[config.mk]
export PLATFORM = sky130hd
export DESIGN_NAME = leaf_uplink_flat
export DESIGN_NICKNAME = d
export VERILOG_FILES = /design/src/rtl/leaf_uplink_if.sv /design/src/rtl/leaf_uplink.sv /design/src/flat_wrapper.sv
export SDC_FILE = /design/constraint.sdc
export NUM_CORES = 1
export LEC_CHECK = 0
export CORE_MARGIN = 2
export CORE_UTILIZATION = 45
export CTS_BUF_LIST = sky130_fd_sc_hd__clkbuf_2
export DETAILED_ROUTE_END_ITERATION = 8
export GPL_TIMING_DRIVEN = 1
export PLACE_DENSITY_LB_ADDON = 0.1
export SETUP_SLACK_MARGIN = 0.1
export SYNTH_ARGS = -nofsm -noshare
export SYNTH_HDL_FRONTEND = slang
export SYNTH_SLANG_ARGS = --single-unit
[constraint.sdc]
create_clock -name clk -period 7.3 [get_ports clk]
set_input_delay 0.73 -clock clk [delete_from_list [all_inputs] [get_ports clk]]
set_output_delay 0.73 -clock clk [all_outputs]
set_load 0.05 [all_outputs]
[src/rtl/leaf_uplink_if.sv]
// Signal bundle between one leaf_uplink, its local host and the spine link.
// The leaf drives the slave side; the host/spine model drives the master side.
interface leaf_uplink_if;
    logic [15:0] tx_in_data;
    logic        tx_in_valid;
    logic        tx_in_ready;
    logic [15:0] up_out_data;
    logic        up_out_valid;
    logic        credit_in;
    logic [15:0] down_in_data;
    logic        down_in_valid;
    logic [15:0] rx_out_data;
    logic        rx_out_valid;
    logic        rx_out_ready;
    logic [7:0]  rx_drop_cnt;
    logic [7:0]  rx_misroute_cnt;
    logic        credit_ovf;

    modport slave (
        input  tx_in_data, tx_in_valid, credit_in, down_in_data, down_in_valid, rx_out_ready,
        output tx_in_ready, up_out_data, up_out_valid, rx_out_data, rx_out_valid,
               rx_drop_cnt, rx_misroute_cnt, credit_ovf
    );

    modport master (
        output tx_in_data, tx_in_valid, credit_in, down_in_data, down_in_valid, rx_out_ready,
        input  tx_in_ready, up_out_data, up_out_valid, rx_out_data, rx_out_valid,
               rx_drop_cnt, rx_misroute_cnt, credit_ovf
    );
endinterface

[src/rtl/leaf_uplink.sv]
// Leaf-to-spine uplink: credit-throttled TX packet sender and address-filtering
// RX packet receiver, each with its own FIFO.
module leaf_uplink #(
    parameter logic [3:0] GROUP_ID   = 4'b1000,
    parameter logic [1:0] LEAF_ID    = 2'd1,
    parameter int         DWIDTH     = 16,
    parameter int         FIFO_DEPTH = 8,
    parameter int         CREDITS    = 8
) (
    input  logic         clk,
    input  logic         reset,
    leaf_uplink_if.slave bus
);
    localparam int          AW         = $clog2(FIFO_DEPTH);
    localparam logic [5:0]  MY_ADDR    = {GROUP_ID, LEAF_ID};
    localparam logic [3:0]  CREDIT_MAX = 4'(CREDITS);
    localparam logic [AW:0] PTR_ONE    = (AW + 1)'(1);

    typedef enum logic [1:0] {TX_IDLE, TX_HDR, TX_PAY} tx_state_e;
    typedef enum logic [1:0] {RX_HDR, RX_PAY, RX_DROP} rx_state_e;

    // TX side state
    logic [DWIDTH-1:0] tx_mem_q [FIFO_DEPTH];
    logic [AW:0]       tx_wr_q, tx_wr_d, tx_rd_q, tx_rd_d;
    tx_state_e         tx_state_q, tx_state_d, tx_cur;
    logic [3:0]        tx_cnt_q, tx_cnt_d;
    logic [3:0]        credit_q, credit_d;
    logic              credit_ovf_q, credit_ovf_d;
    logic              up_valid_q, up_valid_d;
    logic [DWIDTH-1:0] up_data_q, up_data_d;
    logic [DWIDTH-1:0] tx_head;
    logic              tx_empty, tx_full, tx_push, tx_send;

    // RX side state
    logic [DWIDTH-1:0] rx_mem_q [FIFO_DEPTH];
    logic [AW:0]       rx_wr_q, rx_wr_d, rx_rd_q, rx_rd_d;
    rx_state_e         rx_state_q, rx_state_d;
    logic [3:0]        rx_cnt_q, rx_cnt_d;
    logic [7:0]        drop_q, drop_d;
    logic [7:0]        mis_q, mis_d;
    logic [3:0]        rx_len;
    logic              rx_empty, rx_full, rx_store, rx_push, rx_pop;

    assign tx_empty = (tx_wr_q == tx_rd_q);
    assign tx_full  = (tx_wr_q[AW] != tx_rd_q[AW]) && (tx_wr_q[AW-1:0] == tx_rd_q[AW-1:0]);
    assign tx_head  = tx_mem_q[tx_rd_q[AW-1:0]];
    assign tx_push  = bus.tx_in_valid && !tx_full;

    // NOTE: every signal written here gets a default first, so no path leaves it unassigned (no latch).
    always_comb begin
        tx_state_d   = tx_state_q;
        tx_cnt_d     = tx_cnt_q;
        credit_d     = credit_q;
        credit_ovf_d = credit_ovf_q;
        up_valid_d   = 1'b0;
        up_data_d    = up_data_q;
        tx_wr_d      = tx_push ? tx_wr_q + PTR_ONE : tx_wr_q;

        // IDLE with a waiting flit is already the header phase, which keeps TX latency at one cycle.
        tx_cur  = (tx_state_q == TX_IDLE && !tx_empty) ? TX_HDR : tx_state_q;
        tx_send = !tx_empty && (credit_q != '0);

        if (tx_send) begin
            up_valid_d = 1'b1;
            up_data_d  = tx_head;
            case (tx_cur)
                TX_HDR: begin
                    tx_cnt_d   = tx_head[3:0];
                    tx_state_d = (tx_head[3:0] != '0) ? TX_PAY : TX_IDLE;
                end
                TX_PAY: begin
                    tx_cnt_d = tx_cnt_q - 4'd1;
                    if (tx_cnt_q == 4'd1) tx_state_d = TX_IDLE;
                end
                default: ;
            endcase
        end else begin
            tx_state_d = tx_cur;
        end
        tx_rd_d = tx_send ? tx_rd_q + PTR_ONE : tx_rd_q;

        if (tx_send && !bus.credit_in) begin
            credit_d = credit_q - 4'd1;
        end else if (!tx_send && bus.credit_in) begin
            if (credit_q == CREDIT_MAX) credit_ovf_d = 1'b1;
            else                        credit_d     = credit_q + 4'd1;
        end
    end

    assign rx_empty = (rx_wr_q == rx_rd_q);
    assign rx_full  = (rx_wr_q[AW] != rx_rd_q[AW]) && (rx_wr_q[AW-1:0] == rx_rd_q[AW-1:0]);
    assign rx_len   = bus.down_in_data[3:0];
    assign rx_pop   = !rx_empty && bus.rx_out_ready;

    always_comb begin
        rx_state_d = rx_state_q;
        rx_cnt_d   = rx_cnt_q;
        mis_d      = mis_q;
        drop_d     = drop_q;
        rx_store   = 1'b0;

        if (bus.down_in_valid) begin
            case (rx_state_q)
                RX_HDR: begin
                    rx_cnt_d = rx_len;
                    if (bus.down_in_data[15:10] == MY_ADDR) begin
                        rx_store = 1'b1;
                        if (rx_len != '0) rx_state_d = RX_PAY;
                    end else begin
                        if (mis_q != 8'hFF) mis_d = mis_q + 8'd1;
                        if (rx_len != '0) rx_state_d = RX_DROP;
                    end
                end
                RX_PAY, RX_DROP: begin
                    rx_store = (rx_state_q == RX_PAY);
                    rx_cnt_d = rx_cnt_q - 4'd1;
                    if (rx_cnt_q == 4'd1) rx_state_d = RX_HDR;
                end
                default: rx_state_d = RX_HDR;
            endcase
        end

        // A pop in the same cycle frees the slot, so a full FIFO can still accept.
        rx_push = rx_store && (!rx_full || rx_pop);
        if (rx_store && !rx_push && drop_q != 8'hFF) drop_d = drop_q + 8'd1;

        rx_wr_d = rx_push ? rx_wr_q + PTR_ONE : rx_wr_q;
        rx_rd_d = rx_pop  ? rx_rd_q + PTR_ONE : rx_rd_q;
    end

    // NOTE: state flops use non-blocking assignments so every flop samples pre-edge values.
    always_ff @(posedge clk) begin
        if (reset) begin
            tx_wr_q      <= '0;
            tx_rd_q      <= '0;
            tx_state_q   <= TX_IDLE;
            tx_cnt_q     <= '0;
            credit_q     <= CREDIT_MAX;
            credit_ovf_q <= 1'b0;
            up_valid_q   <= 1'b0;
            up_data_q    <= '0;
            rx_wr_q      <= '0;
            rx_rd_q      <= '0;
            rx_state_q   <= RX_HDR;
            rx_cnt_q     <= '0;
            drop_q       <= '0;
            mis_q        <= '0;
        end else begin
            tx_wr_q      <= tx_wr_d;
            tx_rd_q      <= tx_rd_d;
            tx_state_q   <= tx_state_d;
            tx_cnt_q     <= tx_cnt_d;
            credit_q     <= credit_d;
            credit_ovf_q <= credit_ovf_d;
            up_valid_q   <= up_valid_d;
            up_data_q    <= up_data_d;
            rx_wr_q      <= rx_wr_d;
            rx_rd_q      <= rx_rd_d;
            rx_state_q   <= rx_state_d;
            rx_cnt_q     <= rx_cnt_d;
            drop_q       <= drop_d;
            mis_q        <= mis_d;
        end
    end

    // NOTE: FIFO storage is not reset; the pointers alone decide which entries are valid.
    always_ff @(posedge clk) begin
        if (tx_push) tx_mem_q[tx_wr_q[AW-1:0]] <= bus.tx_in_data;
        if (rx_push) rx_mem_q[rx_wr_q[AW-1:0]] <= bus.down_in_data;
    end

    assign bus.tx_in_ready     = !tx_full || reset;
    assign bus.up_out_valid    = up_valid_q && !reset;
    assign bus.up_out_data     = reset ? '0 : up_data_q;
    assign bus.rx_out_valid    = !rx_empty && !reset;
    assign bus.rx_out_data     = rx_mem_q[rx_rd_q[AW-1:0]];
    assign bus.rx_drop_cnt     = drop_q;
    assign bus.rx_misroute_cnt = mis_q;
    assign bus.credit_ovf      = credit_ovf_q;
endmodule

[src/flat_wrapper.sv]
// flat-port wrapper written by rule: the top's interface ports become plain ports
module leaf_uplink_flat 
#(
    parameter logic [3:0] GROUP_ID   = 4'b1000,
    parameter logic [1:0] LEAF_ID    = 2'd1,
    parameter int         DWIDTH     = 16,
    parameter int         FIFO_DEPTH = 8,
    parameter int         CREDITS    = 8
)
  (clk, reset, bus_tx_in_data, bus_tx_in_valid, bus_credit_in, bus_down_in_data, bus_down_in_valid, bus_rx_out_ready, bus_tx_in_ready, bus_up_out_data, bus_up_out_valid, bus_rx_out_data, bus_rx_out_valid, bus_rx_drop_cnt, bus_rx_misroute_cnt, bus_credit_ovf);
  leaf_uplink_if bus_i ();
  input  logic clk;
  input  logic reset;
  input wire logic [$bits(bus_i.tx_in_data)-1:0] bus_tx_in_data;
  input wire logic [$bits(bus_i.tx_in_valid)-1:0] bus_tx_in_valid;
  input wire logic [$bits(bus_i.credit_in)-1:0] bus_credit_in;
  input wire logic [$bits(bus_i.down_in_data)-1:0] bus_down_in_data;
  input wire logic [$bits(bus_i.down_in_valid)-1:0] bus_down_in_valid;
  input wire logic [$bits(bus_i.rx_out_ready)-1:0] bus_rx_out_ready;
  output wire logic [$bits(bus_i.tx_in_ready)-1:0] bus_tx_in_ready;
  output wire logic [$bits(bus_i.up_out_data)-1:0] bus_up_out_data;
  output wire logic [$bits(bus_i.up_out_valid)-1:0] bus_up_out_valid;
  output wire logic [$bits(bus_i.rx_out_data)-1:0] bus_rx_out_data;
  output wire logic [$bits(bus_i.rx_out_valid)-1:0] bus_rx_out_valid;
  output wire logic [$bits(bus_i.rx_drop_cnt)-1:0] bus_rx_drop_cnt;
  output wire logic [$bits(bus_i.rx_misroute_cnt)-1:0] bus_rx_misroute_cnt;
  output wire logic [$bits(bus_i.credit_ovf)-1:0] bus_credit_ovf;
  assign bus_i.tx_in_data = bus_tx_in_data;
  assign bus_i.tx_in_valid = bus_tx_in_valid;
  assign bus_i.credit_in = bus_credit_in;
  assign bus_i.down_in_data = bus_down_in_data;
  assign bus_i.down_in_valid = bus_down_in_valid;
  assign bus_i.rx_out_ready = bus_rx_out_ready;
  assign bus_tx_in_ready = bus_i.tx_in_ready;
  assign bus_up_out_data = bus_i.up_out_data;
  assign bus_up_out_valid = bus_i.up_out_valid;
  assign bus_rx_out_data = bus_i.rx_out_data;
  assign bus_rx_out_valid = bus_i.rx_out_valid;
  assign bus_rx_drop_cnt = bus_i.rx_drop_cnt;
  assign bus_rx_misroute_cnt = bus_i.rx_misroute_cnt;
  assign bus_credit_ovf = bus_i.credit_ovf;
  leaf_uplink #(.GROUP_ID(GROUP_ID), .LEAF_ID(LEAF_ID), .DWIDTH(DWIDTH), .FIFO_DEPTH(FIFO_DEPTH), .CREDITS(CREDITS)) u_core (.clk(clk), .reset(reset), .bus(bus_i));
endmodule
==> summary.txt <==
Placed design
  • IO buf count: 89
  • Placement Cell Area: 0.01418 sq mm
  • Dpl hpwl: 14800 um
  • Placement Setup Slack: 3.079 ns
  • GP Congestion: 0.7633
  • # placed instances: 1188

STA
  • Final Max Tran Viols: 0
  • Setup Skew: 0.08638 ns
  • Ratio of final minimum period to clock period: 54.89%
  • Worst slew margin: 29.00%
  • Fmax: 0.2496 GHz
  • Worst setup margin: 3.293 ns
  • Worst-Margin Slew: 1.062 ns
  • Final hold violations: 0
  • Tmin final: 4.007 ns
  • Fin Hold WS: 0.4465 ns
  • Post-route setup TNS: 0 ns
  • Final setup vio count: 0
  • RSZ-0062 raised after global routing: no

Cells and area
  • Nets: 945
  • Area grow syn2layout: 17.08%
  • Fin util: 53.66%
  • Layout fillers: 2279
  • Finished Cell Area: 0.01495 sq mm
  • Non-filler cells in the finished layout: 1339
  • Layout cell share with drive strength beyond 1: 26.04%

Pwr
  • Tot Pwr: 4.099 mW
  • P_int: 2.873 mW
  • PD cells: 274.2 mW/mm^2
  • Peak VDD IR: 0.1555 mV
  • Switching Share: 29.90%
  • Psw: 1.226 mW
  • Sequential group share of total power: 50.8%
  • Combinational Power Share: 20.0%
  • Clock power share: 29.1%
  • Leakage: 4.948 nW

Synth
  • Cell taking the most area after synthesis: edfxtp_1
  • Seq/Total Area, Yosys: 70.09%
  • Count leader, synth: edfxtp_1
  • Synth cell types: 52
  • Yosys warnings: 0
  • Mapped cell area: 0.01277 sq mm
  • Syn Inst Count: 745
  • Avg Cell Area, Syn: 17.14 sq um
  • Primary FF master, synth: edfxtp_1
  • Top cells by area, synth: edfxtp_1, mux4_2, dfxtp_1, mux2_2, mux2i_1
  • Synth cell count leaders: edfxtp_1, mux4_2, dfxtp_1, nor2_1
  • Yosys reg bits: 319
  • Post-synthesis net count: 798
  • Number of synthesized flops with an enable pin: 256
  • Share of the synthesized area in the top cell type: 60.21%
  • Post-synth ARST share: 0%

Drt
  • Final WL: 25220 um
  • Wire per inst: 18.84 um
  • First drt pass iteration count: 5
  • DRC: 0
  • Via count: 7038
  • Detailed Route Iter0 Violations: 383
  • Routed Antenna Nets: 0
  • Via/cell ratio: 5.256

Status
  • Outcome: complete, no violations

Flow run
  • Max Cap Viol: 0

Worst setup path
  • Worst setup EP type: output pin
  • CP Data Required Time: 6.57 ns
  • Startpoint Class: register
  • CP Class: register to output pin
  • Max FO, Critical Path: 32
  • Crit path DAT: 3.28 ns

Global route
  • GRT Util Overall: 17.60%
  • Grt ovf: 0
  • Initial antenna violation count: 1
  • First-pass GRT wire length: 39160 um
  • Vias in the first global route: 7341
  • Largest net degree at the start of global routing: 46

Clock tree
  • Post-CTS Setup Bufs: 0
  • CTS H-tree lvls: 3
  • Clk Latency, worst-skew pair: 0.89 ns
  • Clk slew on worst S/H paths: 0.10 ns
  • Clock sink count: 319
  • Post-CTS resize count: 0
  • Worst-case clock buffer depth: 3
  • Total CTS buffers: 80
  • Hold buffer count at CTS: 0
  • Root Driver: clkbuf_2
  • TritonCTS clock tree: yes

Die
  • Die width: 172.4 um
  • Die height: 172.4 um
  • Io pins: 90
  • Row count: 61
  • Die ar.: 0.02974 sq mm
  • Initial Utilization: 45.83%
  • Core footprint: 0.02786 sq mm

Worst hold path
  • Hold crit path type: primary input to register
==> power groups by stage <==
stage                     Clock (mW)  Sequential (mW)  Combinational, mW
after floorplan                    0             2.12              0.599
after global placement             0             2.12              0.814
after detailed placement           0             2.13              0.835
after CTS                       1.24             2.08              0.838
after global routing            1.33             2.09              0.906
final                           1.19             2.08              0.820
==> worst paths after layout <==
path                               from                       endpoint  slack, ns  depth (start not counted)
setup reg to reg      u_core.tx_rd_q[0]         u_core.tx_mem_q[0][11]       4.00                          5
setup / recovery               register             bus_rx_out_data[0]       3.29                          4
hold / removal                    reset  u_core.bus.rx_misroute_cnt[4]       0.45                          2
hold reg to reg   u_core.bus.credit_ovf          u_core.bus.credit_ovf       0.49                          2
==> cell usage in the layout (no fill, tap or decap), types with 5 or more instances in the layout <==
cell,count
o21ai_0,8
clkinv_1,21
nand2_1,21
mux2i_1,21
mux4_2,64
inv_1,19
or3_1,7
xnor2_1,14
buf_4,16
nand3_1,5
dfxtp_1,60
ha_1,14
edfxtp_1,256
a21oi_1,18
nor2b_1,24
mux2_2,22
a211oi_1,19
nor2_1,53
clkbuf_2,120
nand4_1,7
clkdlybuf4s50_1,88
nand2b_1,7
xor2_1,11
==> registers in the layout, indices dropped and copies added (netlist names), named ones only <==
register / flops
u_core.rx_mem_q: 128
u_core.tx_mem_q: 128
u_core.up_data_q: 16
u_core.bus.rx_drop_cnt: 8
u_core.bus.rx_misroute_cnt: 8
u_core.credit_q: 4
u_core.rx_cnt_q: 4
u_core.rx_rd_q: 4
u_core.rx_wr_q: 4
u_core.tx_rd_q: 4
u_core.tx_wr_q: 4
u_core.rx_state_q: 2
u_core.bus.credit_ovf: 1
u_core.up_valid_q: 1
==> critical path: stages, from the launching register on <==
cell and delay, ns:
dfxtp_2 0.32, buf_4 0.52, mux4_2 0.62, mux2_2 0.29
clkdlybuf4s50_1 0.71
==> cell families after synthesis <==
family / after synthesis / share of synthesized area, %
and+or+nand+nor: 153 / 6.184
AOI/OAI and AO/OA: 66 / 3.577
buffers and inverters: 59 / 1.911
adders and majority gates: 15 / 1.529
muxes: 108 / 14.99
DFF: 319 / 70.09
xor gates and xnor gates: 25 / 1.715
==> final cells by class <==
| type | instances | area (sq um) | share of cell area (%) |
|---|---|---|---|
| antenna | 1 | 2.502 | 0.01674 |
| clock buffer | 120 | 600.6 | 4.018 |
| clock inverter | 30 | 167.7 | 1.122 |
| inverter | 19 | 71.32 | 0.4771 |
| multi-input combinational | 367 | 3675 | 24.58 |
| sequential | 319 | 8952 | 59.89 |
| tap | 378 | 473.0 | 3.164 |
| timing repair buffer | 105 | 1006 | 6.730 |
==> per-layer routing <==
metal / track usage, % / routed length (um) / vias up
li1: - / - / 3266
met1: 21.11 / 10480 / 3537
met2: 30.59 / 12930 / 173
met3: 3.937 / 1178 / 62
met4: 7.563 / 641 / 0
met5: 0 / 0 / -
Note: power is estimated with default switching activity, not from simulation.
